`config.mk`:
```
export PLATFORM = sky130hd
export DESIGN_NAME = cic_decim_comb_flat
export DESIGN_NICKNAME = d
export VERILOG_FILES = /design/src/rtl/cic_pkg.sv /design/src/rtl/cic_decim_comb_if.sv /design/src/rtl/comb_delay_line.sv /design/src/rtl/cic_decim_comb.sv /design/src/flat_wrapper.sv
export SDC_FILE = /design/constraint.sdc
export NUM_CORES = 1
export LEC_CHECK = 0
export ABC_CLOCK_PERIOD_IN_PS = 5310
export CORE_AREA = 2 2 78 80
export CTS_BUF_LIST = sky130_fd_sc_hd__clkbuf_16
export CTS_CLUSTER_DIAMETER = 30
export DETAILED_ROUTE_END_ITERATION = 8
export DIE_AREA = 0 0 80 82
export PLACE_DENSITY = 0.9
export SETUP_SLACK_MARGIN = 0.15
export SYNTH_ARGS = -nofsm -noshare
export SYNTH_HDL_FRONTEND = slang
export SYNTH_SLANG_ARGS = --single-unit
```
`constraint.sdc`:
```
create_clock -name clk_i -period 5.31 [get_ports clk_i]
set_clock_uncertainty 0.05 [all_clocks]
set_input_delay 1.062 -clock clk_i [delete_from_list [all_inputs] [get_ports clk_i]]
set_output_delay 1.062 -clock clk_i [all_outputs]
set_load 0.01 [all_outputs]
```
`src/rtl/cic_pkg.sv`:
```
// Shared constants and helpers for the single-channel CIC decimator chain.
package cic_pkg;

    localparam int CIC_DW    = 22;  // integrator accumulator / comb width
    localparam int CIC_IN_W  = 11;  // raw input width feeding the integrator
    localparam int CIC_R_DEF = 8;
    localparam int CIC_M_DEF = 1;

    // Width of a counter that walks 0..r-1, never narrower than one bit.
    function automatic int phase_w(input int r);
        return (r <= 2) ? 1 : $clog2(r);
    endfunction

endpackage

```
`src/rtl/cic_decim_comb_if.sv`:
```
// Sample-strobe input and decimated-output bundle of the decimate-and-comb stage.
interface cic_decim_comb_if
    import cic_pkg::*;
#(
    parameter int DW = CIC_DW,
    parameter int PW = phase_w(CIC_R_DEF)
);

    logic                 en_i;
    logic signed [DW-1:0] data_i;
    logic                 valid_o;
    logic signed [DW-1:0] data_o;
    logic [PW-1:0]        phase_o;

    modport master (output en_i, data_i, input valid_o, data_o, phase_o);
    modport slave  (input en_i, data_i, output valid_o, data_o, phase_o);

endinterface

```
`src/rtl/comb_delay_line.sv`:
```
// M-deep shift register of decimated samples; tap_o presents x[k-M].
module comb_delay_line #(
    parameter int DW = 22,
    parameter int M  = 1
) (
    input  logic                 clk_i,
    input  logic                 rst_i,
    input  logic                 shift_i,
    input  logic signed [DW-1:0] din_i,
    output logic signed [DW-1:0] tap_o
);

    logic signed [DW-1:0] dly_q [M];
    logic signed [DW-1:0] dly_d [M];

    always_comb begin
        dly_d = dly_q;
        if (shift_i) begin
            dly_d[0] = din_i;
            for (int i = 1; i < M; i++) begin
                dly_d[i] = dly_q[i-1];
            end
        end
    end

    // NOTE: this array is only M words of flops, so it is cleared on reset;
    // a freshly primed comb must never see stale history.
    always_ff @(posedge clk_i or posedge rst_i) begin
        if (rst_i) begin
            for (int i = 0; i < M; i++) begin
                dly_q[i] <= '0;
            end
        end else begin
            dly_q <= dly_d;
        end
    end

    assign tap_o = dly_q[M-1];

endmodule

```
`src/rtl/cic_decim_comb.sv`:
```
// Keeps every R-th strobed integrator sample and emits x[k] - x[k-M] (mod 2^DW).
module cic_decim_comb
    import cic_pkg::*;
#(
    parameter int DW = CIC_DW,
    parameter int R  = CIC_R_DEF,
    parameter int M  = CIC_M_DEF
) (
    input logic            clk_i,
    input logic            rst_i,
    cic_decim_comb_if.slave bus
);

    localparam int            PW   = phase_w(R);
    localparam logic [PW-1:0] LAST = PW'(R - 1);

    logic [PW-1:0]        cnt_q, cnt_d;
    logic [1:0]           prime_q, prime_d;
    logic                 valid_q, valid_d;
    logic signed [DW-1:0] data_q, data_d;
    logic signed [DW-1:0] tap;
    logic                 capture;
    logic                 primed;

    assign capture = bus.en_i && (cnt_q == LAST);
    assign primed  = (prime_q == 2'(M));

    // NOTE: every signal gets its hold value before any branch, so no path
    // through this block can infer a latch.
    always_comb begin
        cnt_d   = cnt_q;
        prime_d = prime_q;
        valid_d = 1'b0;
        data_d  = data_q;
        if (bus.en_i) begin
            cnt_d = capture ? '0 : cnt_q + 1'b1;
        end
        if (capture) begin
            if (primed) begin
                valid_d = 1'b1;
                // Plain wrapping subtraction: integrator overflow cancels here.
                data_d  = bus.data_i - tap;
            end else begin
                prime_d = prime_q + 2'd1;
            end
        end
    end

    // NOTE: state flops take non-blocking assignments so every register
    // samples the pre-edge values regardless of statement order.
    always_ff @(posedge clk_i or posedge rst_i) begin
        if (rst_i) begin
            cnt_q   <= '0;
            prime_q <= '0;
            valid_q <= 1'b0;
            data_q  <= '0;
        end else begin
            cnt_q   <= cnt_d;
            prime_q <= prime_d;
            valid_q <= valid_d;
            data_q  <= data_d;
        end
    end

    comb_delay_line #(
        .DW (DW),
        .M  (M)
    ) u_delay (
        .clk_i   (clk_i),
        .rst_i   (rst_i),
        .shift_i (capture),
        .din_i   (bus.data_i),
        .tap_o   (tap)
    );

    assign bus.valid_o = valid_q;
    assign bus.data_o  = data_q;
    assign bus.phase_o = cnt_q;

endmodule

```
`src/flat_wrapper.sv`:
```
// flat-port wrapper written by rule: the top's interface ports become plain ports
module cic_decim_comb_flat import cic_pkg::*;
#(
    parameter int DW = CIC_DW,
    parameter int R  = CIC_R_DEF,
    parameter int M  = CIC_M_DEF
)
  (clk_i, rst_i, bus_en_i, bus_data_i, bus_valid_o, bus_data_o, bus_phase_o);
  cic_decim_comb_if #(.DW(DW), .PW(3)) bus_i ();
  input logic clk_i;
  input logic rst_i;
  input wire logic [$bits(bus_i.en_i)-1:0] bus_en_i;
  input wire logic [$bits(bus_i.data_i)-1:0] bus_data_i;
  output wire logic [$bits(bus_i.valid_o)-1:0] bus_valid_o;
  output wire logic [$bits(bus_i.data_o)-1:0] bus_data_o;
  output wire logic [$bits(bus_i.phase_o)-1:0] bus_phase_o;
  assign bus_i.en_i = bus_en_i;
  assign bus_i.data_i = bus_data_i;
  assign bus_valid_o = bus_i.valid_o;
  assign bus_data_o = bus_i.data_o;
  assign bus_phase_o = bus_i.phase_o;
  cic_decim_comb #(.DW(DW), .R(R), .M(M)) u_core (.clk_i(clk_i), .rst_i(rst_i), .bus(bus_i));
endmodule
```
==> results of run 1 <==
synth_stat cells (all sizes together), types with 2 or more instances:
master   count  share of area, %
dfrtp       50                41
xnor2        8               2.3
nand2       38               4.6
a2111oi      2               1.2
a21oi       15               2.4
nand4        3              0.61
or3          2              0.41
xor2        10               2.8
ha          24               9.8
o31a         3              0.85
o31ai        2              0.49
and3         2              0.73
nor3         2              0.33
nand3        5              0.81
a31oi        2              0.41
a21o         7               1.7
o21a         5               1.2
nor2b        2              0.41
nand2b       3              0.61
or4          2              0.49
and4         2              0.57
or2          2              0.41
o2111ai      3              0.85
mux2i        3              0.98
inv         31               3.8
clkbuf       8              0.98
mux2        22               8.1
o21ai       31               5.4
nor2         6              0.73
buf          2              0.49
placed cells by master, fill, tap and decap left out, drive strengths merged, types with 2 or more instances in the layout:
| cell | count |
|---|---|
| clkdlybuf4s50 | 50 |
| dfrtp | 50 |
| nand2 | 38 |
| inv | 32 |
| o21ai | 31 |
| ha | 24 |
| mux2 | 22 |
| a21oi | 15 |
| xor2 | 10 |
| xnor2 | 8 |
| a21o | 7 |
| nor2 | 6 |
| nand3 | 5 |
| o21a | 5 |
| clkbuf | 5 |
| nand2b | 3 |
| mux2i | 3 |
| o31a | 3 |
| nand4 | 3 |
| o2111ai | 3 |
| nor2b | 2 |
| nor3 | 2 |
| o31ai | 2 |
| and3 | 2 |
| a31oi | 2 |
| and4 | 2 |
| or3 | 2 |
| or4 | 2 |
| a2111oi | 2 |
| or2 | 2 |
| clkinv | 2 |
worst max-delay path: cells and delay by family:
kind,cells,cell delay [ps]
compound gates,5,1250
fa+ha+maj,2,580
buf+inv,3,520
xor+xnor,1,190
through the flow:
step | total power, mW | utilization (%) | setup WS (ps)
3_3_place_gp | 1.70 | 63.2 | 1650
3_5_place_dp | 1.76 | 63.2 | 1540
5_1_grt | 2.22 | 65.6 | 1670
4_1_cts | 2.07 | 65.6 | 1830
6_report | 2.07 | 65.6 | 1800
2_1_floorplan | 1.42 | - | 2190
flip-flops by register name (all words and copies together), names as in the netlist:
signal / flops
u_core.bus.phase_o: 3
u_core.u_delay.tap_o: 22
u_core.bus.data_o: 22
u_core.prime_q: 2
u_core.bus.valid_o: 1
power breakdown:
part	leakage, nW	internal (mW)	switching, mW
clock	0.0724	0.170	0.130
sequential	0.642	0.531	0.0802
combinational	1.02	0.546	0.615
total	1.74	1.25	0.825
logic make-up after synthesis:
logic type	after synthesis	synth area share, %
AO/OA/AOI/OAI	81	18.3
adder cells (fa/ha/maj)	25	10.4
AND/OR/NAND/NOR	71	11.2
buffers and inverters	41	5.25
XOR/XNOR	18	5.13
multiplexers	25	9.03
flip-flops	50	40.7
how the worst max path moves through the flow:
stage | slack (ps) | end | start
after floorplan | 2190 | u_core.bus.data_o[14] | bus_data_i[0]
after global placement | 1650 | u_core.bus.data_o[14] | bus_data_i[0]
after detailed placement | 1540 | u_core.bus.data_o[20] | bus_data_i[0]
after CTS | 1830 | u_core.bus.data_o[20] | bus_data_i[0]
after global routing | 1670 | u_core.bus.data_o[20] | bus_data_i[0]
final | 1800 | u_core.bus.data_o[20] | bus_data_i[0]
metal layers:
metal	GRT usage, %	vias to the layer above	wire (microns)
met1	26.0	1154	2790
met2	36.3	71	3210
met5	0	-	0
li1	-	1196	-
met4	11.2	0	218
met3	3.74	20	306
cell type report:
| cell class | count | area [sq um] |
|---|---|---|
| fillers | 454 | 1980 |
| inverters | 31 | 116 |
| clock buffers | 5 | 125 |
| well taps | 75 | 93.8 |
| clock inverters | 3 | 12.5 |
| multi-input cells | 220 | 1660 |
| flip-flops and latches | 50 | 1250 |
| repair buffers | 51 | 508 |
==> flow_summary.toml, run 1 <==
[outcome]
outcome = "finished, final reports clean"

[final_layout]
syn_to_final_growth_pct = 22.6
fin_cells = 435
fin_area_sq_um = 3770
fin_nets = 409
antennaDiodeCount = 0
drive_above_1_share_pct = 12.2

[route]
viasPerCell = 5.61
drt-initial-drc-count = 133
num_vias = 2441
drc = 0
antenna_left = 0
wirelength_microns = 6520
dr.pass1.iters = 4
wl_per_cell_microns = 15.0

[critical_path]
rr_worst_depth = 9
start_kind = "primary input"
crit_required_ps = 5400
criticalPathCategory = "in2reg"
cpPeakStageDelay_ps = 480
end_kind = "flop"
path_cells = "clkdlybuf4s50_1 -> inv_1 -> ha_1 -> inv_1 -> fa_1 -> a21o_1 -> a2111oi_4 -> o211ai_2 -> a31oi_1 -> xor2_1 -> o21ai_1"
arrival_ps = 3600
ff2ff_setup_slack_ps = 2680
path_max_fanout = 4
crit_top_cell = "inv_1"
timing.rr.end = "u_core.bus.data_o[20]"
regToRegStartpoint = "u_core.u_delay.tap_o[0]"
slowest_stage = "a2111oi_4"

[global_route]
track_usage_pct = 21.3
grt-ovfl-total = 0
grt_pass1_vias = 2349
grt_first_pass_wirelength_microns = 10800
grt_max_degree = 51
antenna_found_initial = 0

[placement]
gp_congestion = 0.866
place_inst = 427
io_buffers = 50
postPlaceCellArea_sq_um = 3630
hpwlAfterDp_microns = 4910

[hold_path]
holdPathEnd = "u_core.bus.data_o[1]"
hold_start = "u_core.bus.data_o[1]"
min_path_type = "reg2reg"
whs_path_depth = 2

[floorplanning]
die_x_microns = 80
core_sq_um = 5750
rows = 28
initial_core_util_pct = 53.5
die_h_microns = 82
ios = 51
dieArea_sq_um = 6560

[timing]
setup_violations = 0
whs_ps = 421
maxSlewHeadroom_pct = 32.0
slew_violations = 0
finalHoldViolCount = 0
fmax_mhz = 285
setup-tns-final_ps = 0
fin_crit_sh_pct = 66.1
fin_crit_ps = 3510
tightest_slew_ps = 1020
grt_setup_unrepaired = "false"

[power_and_ir_drop]
irDropWorstVdd_mv = 0.265
p_per_area_nw_per_um2 = 550
power.leakage_nw = 1.74

[clock_tree]
post_cts_buffers = 0
clk_latency_ps = 290
hold_buffers = 0
clockBufferDepth = 2
clock_sink_count = 50
cts_buffers = 5
h-tree-depth = 2
cts_tree = "yes"
cts-resized-gates = 0
root_buffer = "clkbuf_16"
clkTransAtPathRegs_ps = 60

[synthesis]
syn_inst = 311
avgSynthCellArea_sq_um = 9.89
synth-edff-count = 0
syn-num-nets = 361
synth_top_flop_cell = "dfrtp_1"
synth_area_sq_um = 3080
ys_seq_area_share_pct = 40.7
synth_seq_cells = 50
yosysWarnings = 0
yosysUniqueCellTypes = 50
async_flop_share_pct = 100

[run]
drv_cap = 0
Note: power is estimated with default switching activity, not from simulation.
==> run 2, diff against run 1 <==
Settings changed: ABC_CLOCK_PERIOD_IN_PS 5310 to 3500, CORE_AREA 2 2 78 80 to 2 2 79 81, DIE_AREA 0 0 80 82 to 0 0 81 83, PLACE_DENSITY 0.9 to 0.88.
Clock period 5.31 ns to 3.5 ns, I/O delays scaled along.
==> flow_summary.toml, run 2 (synthesis results as in run 1) <==
[final_layout]
fin_nets = 411
antennaDiodeCount = 0
syn_to_final_growth_pct = 23.1
post-route-util_pct = 65.1
final_cell_mix = "clkdlybuf4s50_1, dfrtp_1, nand2_1"
drive_above_1_share_pct = 12.7

[critical_path]
rr_worst_depth = 9
path_max_fanout = 4
criticalPathCategory = "in2reg"
timing.rr.end = "u_core.bus.data_o[14]"
end_kind = "flop"
regToRegStartpoint = "u_core.u_delay.tap_o[0]"
arrival_ps = 3260
ff2ff_setup_slack_ps = 880
start_kind = "primary input"
crit_required_ps = 3610

[timing]
setup-tns-final_ps = 0
worst_slack_ps = 354
whs_ps = 433
setup_violations = 0
fin_crit_ps = 3150
tightest_slew_ps = 1070
fmax_mhz = 318
fin_crit_sh_pct = 89.9
grt_setup_unrepaired = "false"
maxSlewHeadroom_pct = 28.6
finalHoldViolCount = 0
slew_violations = 0

[global_route]
grt_pass1_vias = 2350
grt-ovfl-total = 0
antenna_found_initial = 0
grt_first_pass_wirelength_microns = 10700
track_usage_pct = 20.3
grt_max_degree = 51

[power_and_ir_drop]
irDropWorstVdd_mv = 0.349
p_per_area_nw_per_um2 = 830
power.leakage_nw = 1.74

[floorplanning]
core_sq_um = 5820
initial_core_util_pct = 52.9
die_x_microns = 81
rows = 28
ios = 51
die_h_microns = 83
dieArea_sq_um = 6720

[clock_tree]
root_buffer = "clkbuf_16"
clkTransAtPathRegs_ps = 60
cts_tree = "yes"
cts-resized-gates = 0
cts_buffers = 5
clock_sink_count = 50
clk_latency_ps = 280
h-tree-depth = 2
clockBufferDepth = 2
post_cts_buffers = 0
hold_buffers = 0

[placement]
io_buffers = 50
dp_slack_ps = 103
hpwlAfterDp_microns = 4920
gp_congestion = 0.910

[route]
antenna_left = 0
num_vias = 2517
wl_per_cell_microns = 15.3
viasPerCell = 5.76
wirelength_microns = 6670
dr.pass1.iters = 4
drc = 0
drt-initial-drc-count = 117

[hold_path]
hold_start = "u_core.bus.data_o[8]"
min_path_type = "reg2reg"
holdPathEnd = "u_core.bus.data_o[8]"
whs_path_depth = 2

[run]
drv_cap = 0

[outcome]
outcome = "finished, final reports clean"
-- run 2: cell type report --
| cell class | instances | area, sq um |
|---|---|---|
| fill | 478 | 2030 |
| tap | 75 | 93.8 |
| timing repair buffer | 53 | 523 |
| clock inverter | 3 | 12.5 |
| multi-input combinational | 220 | 1660 |
| inverter | 31 | 116 |
| sequential | 50 | 1250 |
| clock buffer | 5 | 125 |
-- run 2: worst max-delay path: stages --
cell and delay [ps]:
clkdlybuf4s50_1 400, inv_1 70, ha_1 160, inv_1 60, fa_1 420, a21o_1 250, a2111oi_4 500, o21ai_2 120
a311oi_2 300, xor2_1 200, o21ai_1 70
-- run 2: where the power goes --
group | internal, mW | leakage (nW) | switching [mW] | total [mW]
clock network | 0.259 | 0.0724 | 0.199 | 0.458
registers | 0.806 | 0.642 | 0.125 | 0.931
logic | 0.830 | 1.03 | 0.923 | 1.75
total | 1.89 | 1.74 | 1.25 | 3.14
-- run 2: worst max path at each step --
| stage | start | endpoint | slack (ps) | cells after the start |
|---|---|---|---|---|
| 6_report | bus_data_i[0] | u_core.bus.data_o[14] | 350 | 11 |
| 5_1_grt | bus_data_i[0] | u_core.bus.data_o[18] | 190 | 11 |
| 4_1_cts | bus_data_i[0] | u_core.bus.data_o[20] | 390 | 11 |
| 3_5_place_dp | bus_data_i[0] | u_core.bus.data_o[20] | 100 | 11 |
| 3_3_place_gp | bus_data_i[0] | u_core.bus.data_o[14] | 230 | 11 |
| 2_1_floorplan | bus_data_i[0] | u_core.bus.data_o[14] | 740 | 10 |
-- run 2: layer usage --
metal | vias to the layer above | wire, microns | track usage, %
met5 | - | 0 | 0
met3 | 12 | 376 | 3.15
met2 | 91 | 3400 | 34.5
met1 | 1226 | 2780 | 26.0
met4 | 0 | 117 | 6.47
li1 | 1188 | - | -
-- run 2: stage by stage --
stage | total power [mW] | area (sq um) | instances
floorplan | 2.16 | 3080 | 311
global placement | 2.57 | 3650 | 429
detailed placement | 2.66 | 3650 | 429
CTS | 3.13 | 3780 | 437
global route | 3.36 | 3780 | 437
finish | 3.14 | 3780 | 437
==> run 3, diff against run 2 <==
Settings changed: ABC_AREA set to 1, ABC_CLOCK_PERIOD_IN_PS 3500 to 3000, CORE_AREA 2 2 79 81 to 2 2 82 84, DIE_AREA 0 0 81 83 to 0 0 84 86.
Clock period 3.5 ns to 3 ns, I/O delays scaled along.
==> flow_summary.toml, run 3 <==
[synthesis]
ys_seq_area_share_pct = 36.8
syn-num-nets = 542
synth_top_area_share_pct = 36.8
synth-edff-count = 0
synth_top_flop_cell = "dfrtp_1"
yosysUniqueCellTypes = 28
syn_inst = 492
synth_top_area_cell = "dfrtp_1"
avgSynthCellArea_sq_um = 6.92
synth_seq_cells = 50
async_flop_share_pct = 100
synth_area_sq_um = 3400
synth.most_common_cell = "nand2_1"
synthTopCellsByCount = "nand2_1, inv_1, dfrtp_1"
netlist_top_cells_area = "dfrtp_1, nand2_1, inv_1"
yosysWarnings = 0

[critical_path]
path_max_fanout = 4
arrival_ps = 2600
criticalPathCategory = "in2reg"
start_kind = "primary input"
path_cells = "clkdlybuf4s50_1 -> inv_1 -> ha_1 -> inv_1 -> fa_1 -> nand3_1 -> nand3_1 -> nand2_1 -> nand3_2 -> nand2_1 -> nand3b_1 -> nand3_1 -> nand2_1"
cpPeakStageDelay_ps = 440
end_kind = "flop"
crit_required_ps = 3130
slowest_stage = "fa_1"

[global_route]
grt_first_pass_wirelength_microns = 13500
grt_pass1_vias = 3014
antenna_found_initial = 0
grt-ovfl-total = 0
grt_max_degree = 51
track_usage_pct = 22.9

[timing]
whs_ps = 433
maxSlewHeadroom_pct = 58.9
finalHoldViolCount = 0
fmax_mhz = 404
tightest_slew_ps = 617
fin_crit_sh_pct = 82.6
setup_violations = 0
slew_violations = 0
fin_crit_ps = 2480
setup-tns-final_ps = 0
grt_setup_unrepaired = "false"

[placement]
gp_congestion = 0.896
hpwlAfterDp_microns = 5840
io_buffers = 50

[power_and_ir_drop]
pwr-share-comb_pct = 58.4
p_clk_share_pct = 13.6
finalPower_mw = 3.93
irDropWorstVdd_mv = 0.485
seqPwrFrac_pct = 28.0
power.leakage_nw = 2.24
swShare_pct = 44.0
internal_power_mw = 2.20
p_sw_mw = 1.73
p_per_area_nw_per_um2 = 956

[route]
viasPerCell = 5.00
wl_per_cell_microns = 12.3
dr.pass1.iters = 4
num_vias = 3108
antenna_left = 0
drc = 0
wirelength_microns = 7610
drt-initial-drc-count = 157

[final_layout]
final_common_cell = "nand2_1"
post-route-util_pct = 65.5
n_fill_cell = 574
syn_to_final_growth_pct = 20.9
fin_nets = 594
drive_above_1_share_pct = 6.07
antennaDiodeCount = 0
final_cell_mix = "nand2_1, inv_1, clkdlybuf4s50_1, dfrtp_1, nand3_1"

[run]
drv_cap = 0

[floorplanning]
core_sq_um = 6280
dieArea_sq_um = 7220
ios = 51
die_h_microns = 86
initial_core_util_pct = 54.2
die_x_microns = 84
rows = 29

[clock_tree]
hold_buffers = 0
root_buffer = "clkbuf_16"
clockBufferDepth = 2
h-tree-depth = 2
clock_sink_count = 50
cts_tree = "yes"
cts-resized-gates = 0
cts_buffers = 5
post_cts_buffers = 0
clkTransAtPathRegs_ps = 60
clk_latency_ps = 290

[hold_path]
min_path_type = "reg2reg"

[outcome]
outcome = "finished, final reports clean"
## run 3: changes by cell type after synthesis, sizes merged, moves of 7 or more
cell / before / now
nand2: 38 / 197
inv: 31 / 85
nand3: 5 / 33
nor2: 6 / 28
mux2: 22 / 1
a21o: 7 / 0
## run 3: layout make-up
cell class / count / area [sq um] / share of cell area, %
Clock inverter: 2 / 7.51 / 0.182
Clock buffer: 5 / 125 / 3.04
Tap cell: 77 / 96.3 / 2.34
Inverter: 85 / 319 / 7.76
Sequential cell: 50 / 1250 / 30.4
Multi-Input combinational cell: 349 / 1790 / 43.6
Timing Repair Buffer: 53 / 523 / 12.7
## run 3: worst max-delay path: cells and delay by family
kind / cells / cell delay [ps]
adders and majority gates: 2 / 580
and+or+nand+nor: 8 / 860
buffers and inverters: 3 / 570
## run 3: metrics by stage
step                      area [sq um]  instances  setup slack (ps)
after floorplan                   3400        492               915
after global placement            3980        614               331
after detailed placement          3980        614               264
after CTS                         4110        621               544
after global routing              4110        621               391
final                             4110        621               522
## run 3: power groups by stage
stage / combinational, mW / clock, mW / sequential (mW)
final: 2.30 / 0.537 / 1.10
after global routing: 2.62 / 0.576 / 1.13
after CTS: 2.30 / 0.545 / 1.10
after detailed placement: 2.28 / 0 / 1.11
after global placement: 2.23 / 0 / 1.10
after floorplan: 1.55 / 0 / 1.14
## run 3: final timing paths
check	startpoint	endpoint	slack (ps)	cells after the start
max	bus_data_i[0]	u_core.bus.data_o[16]	520	13
min	u_core.bus.data_o[4]	u_core.bus.data_o[4]	430	2
max reg2reg	u_core.u_delay.tap_o[0]	u_core.bus.data_o[16]	950	11
min reg2reg	u_core.bus.data_o[4]	u_core.bus.data_o[4]	430	2
max in group asynchronous	rst_i	u_core.u_delay.tap_o[14]	1750	3
min in group asynchronous	rst_i	u_core.bus.phase_o[2]	740	3
## run 3: logic make-up after synthesis
group                    synth area share [%]
adder cells (fa/ha/maj)                  9.41
multiplexers                            0.331
AO/OA/AOI/OAI                            6.65
flip-flops                               36.8
buffers and inverters                    10.6
AND/OR/NAND/NOR                          34.2
XOR/XNOR                                 2.06
## run 3: metal layers
| layer | track usage, % | up-vias | wire length (microns) |
|---|---|---|---|
| met3 | 4.04 | 13 | 451 |
| li1 | - | 1619 | - |
| met4 | 5.72 | 0 | 104 |
| met1 | 30.3 | 1398 | 3570 |
| met5 | 0 | - | 0 |
| met2 | 39.1 | 78 | 3480 |
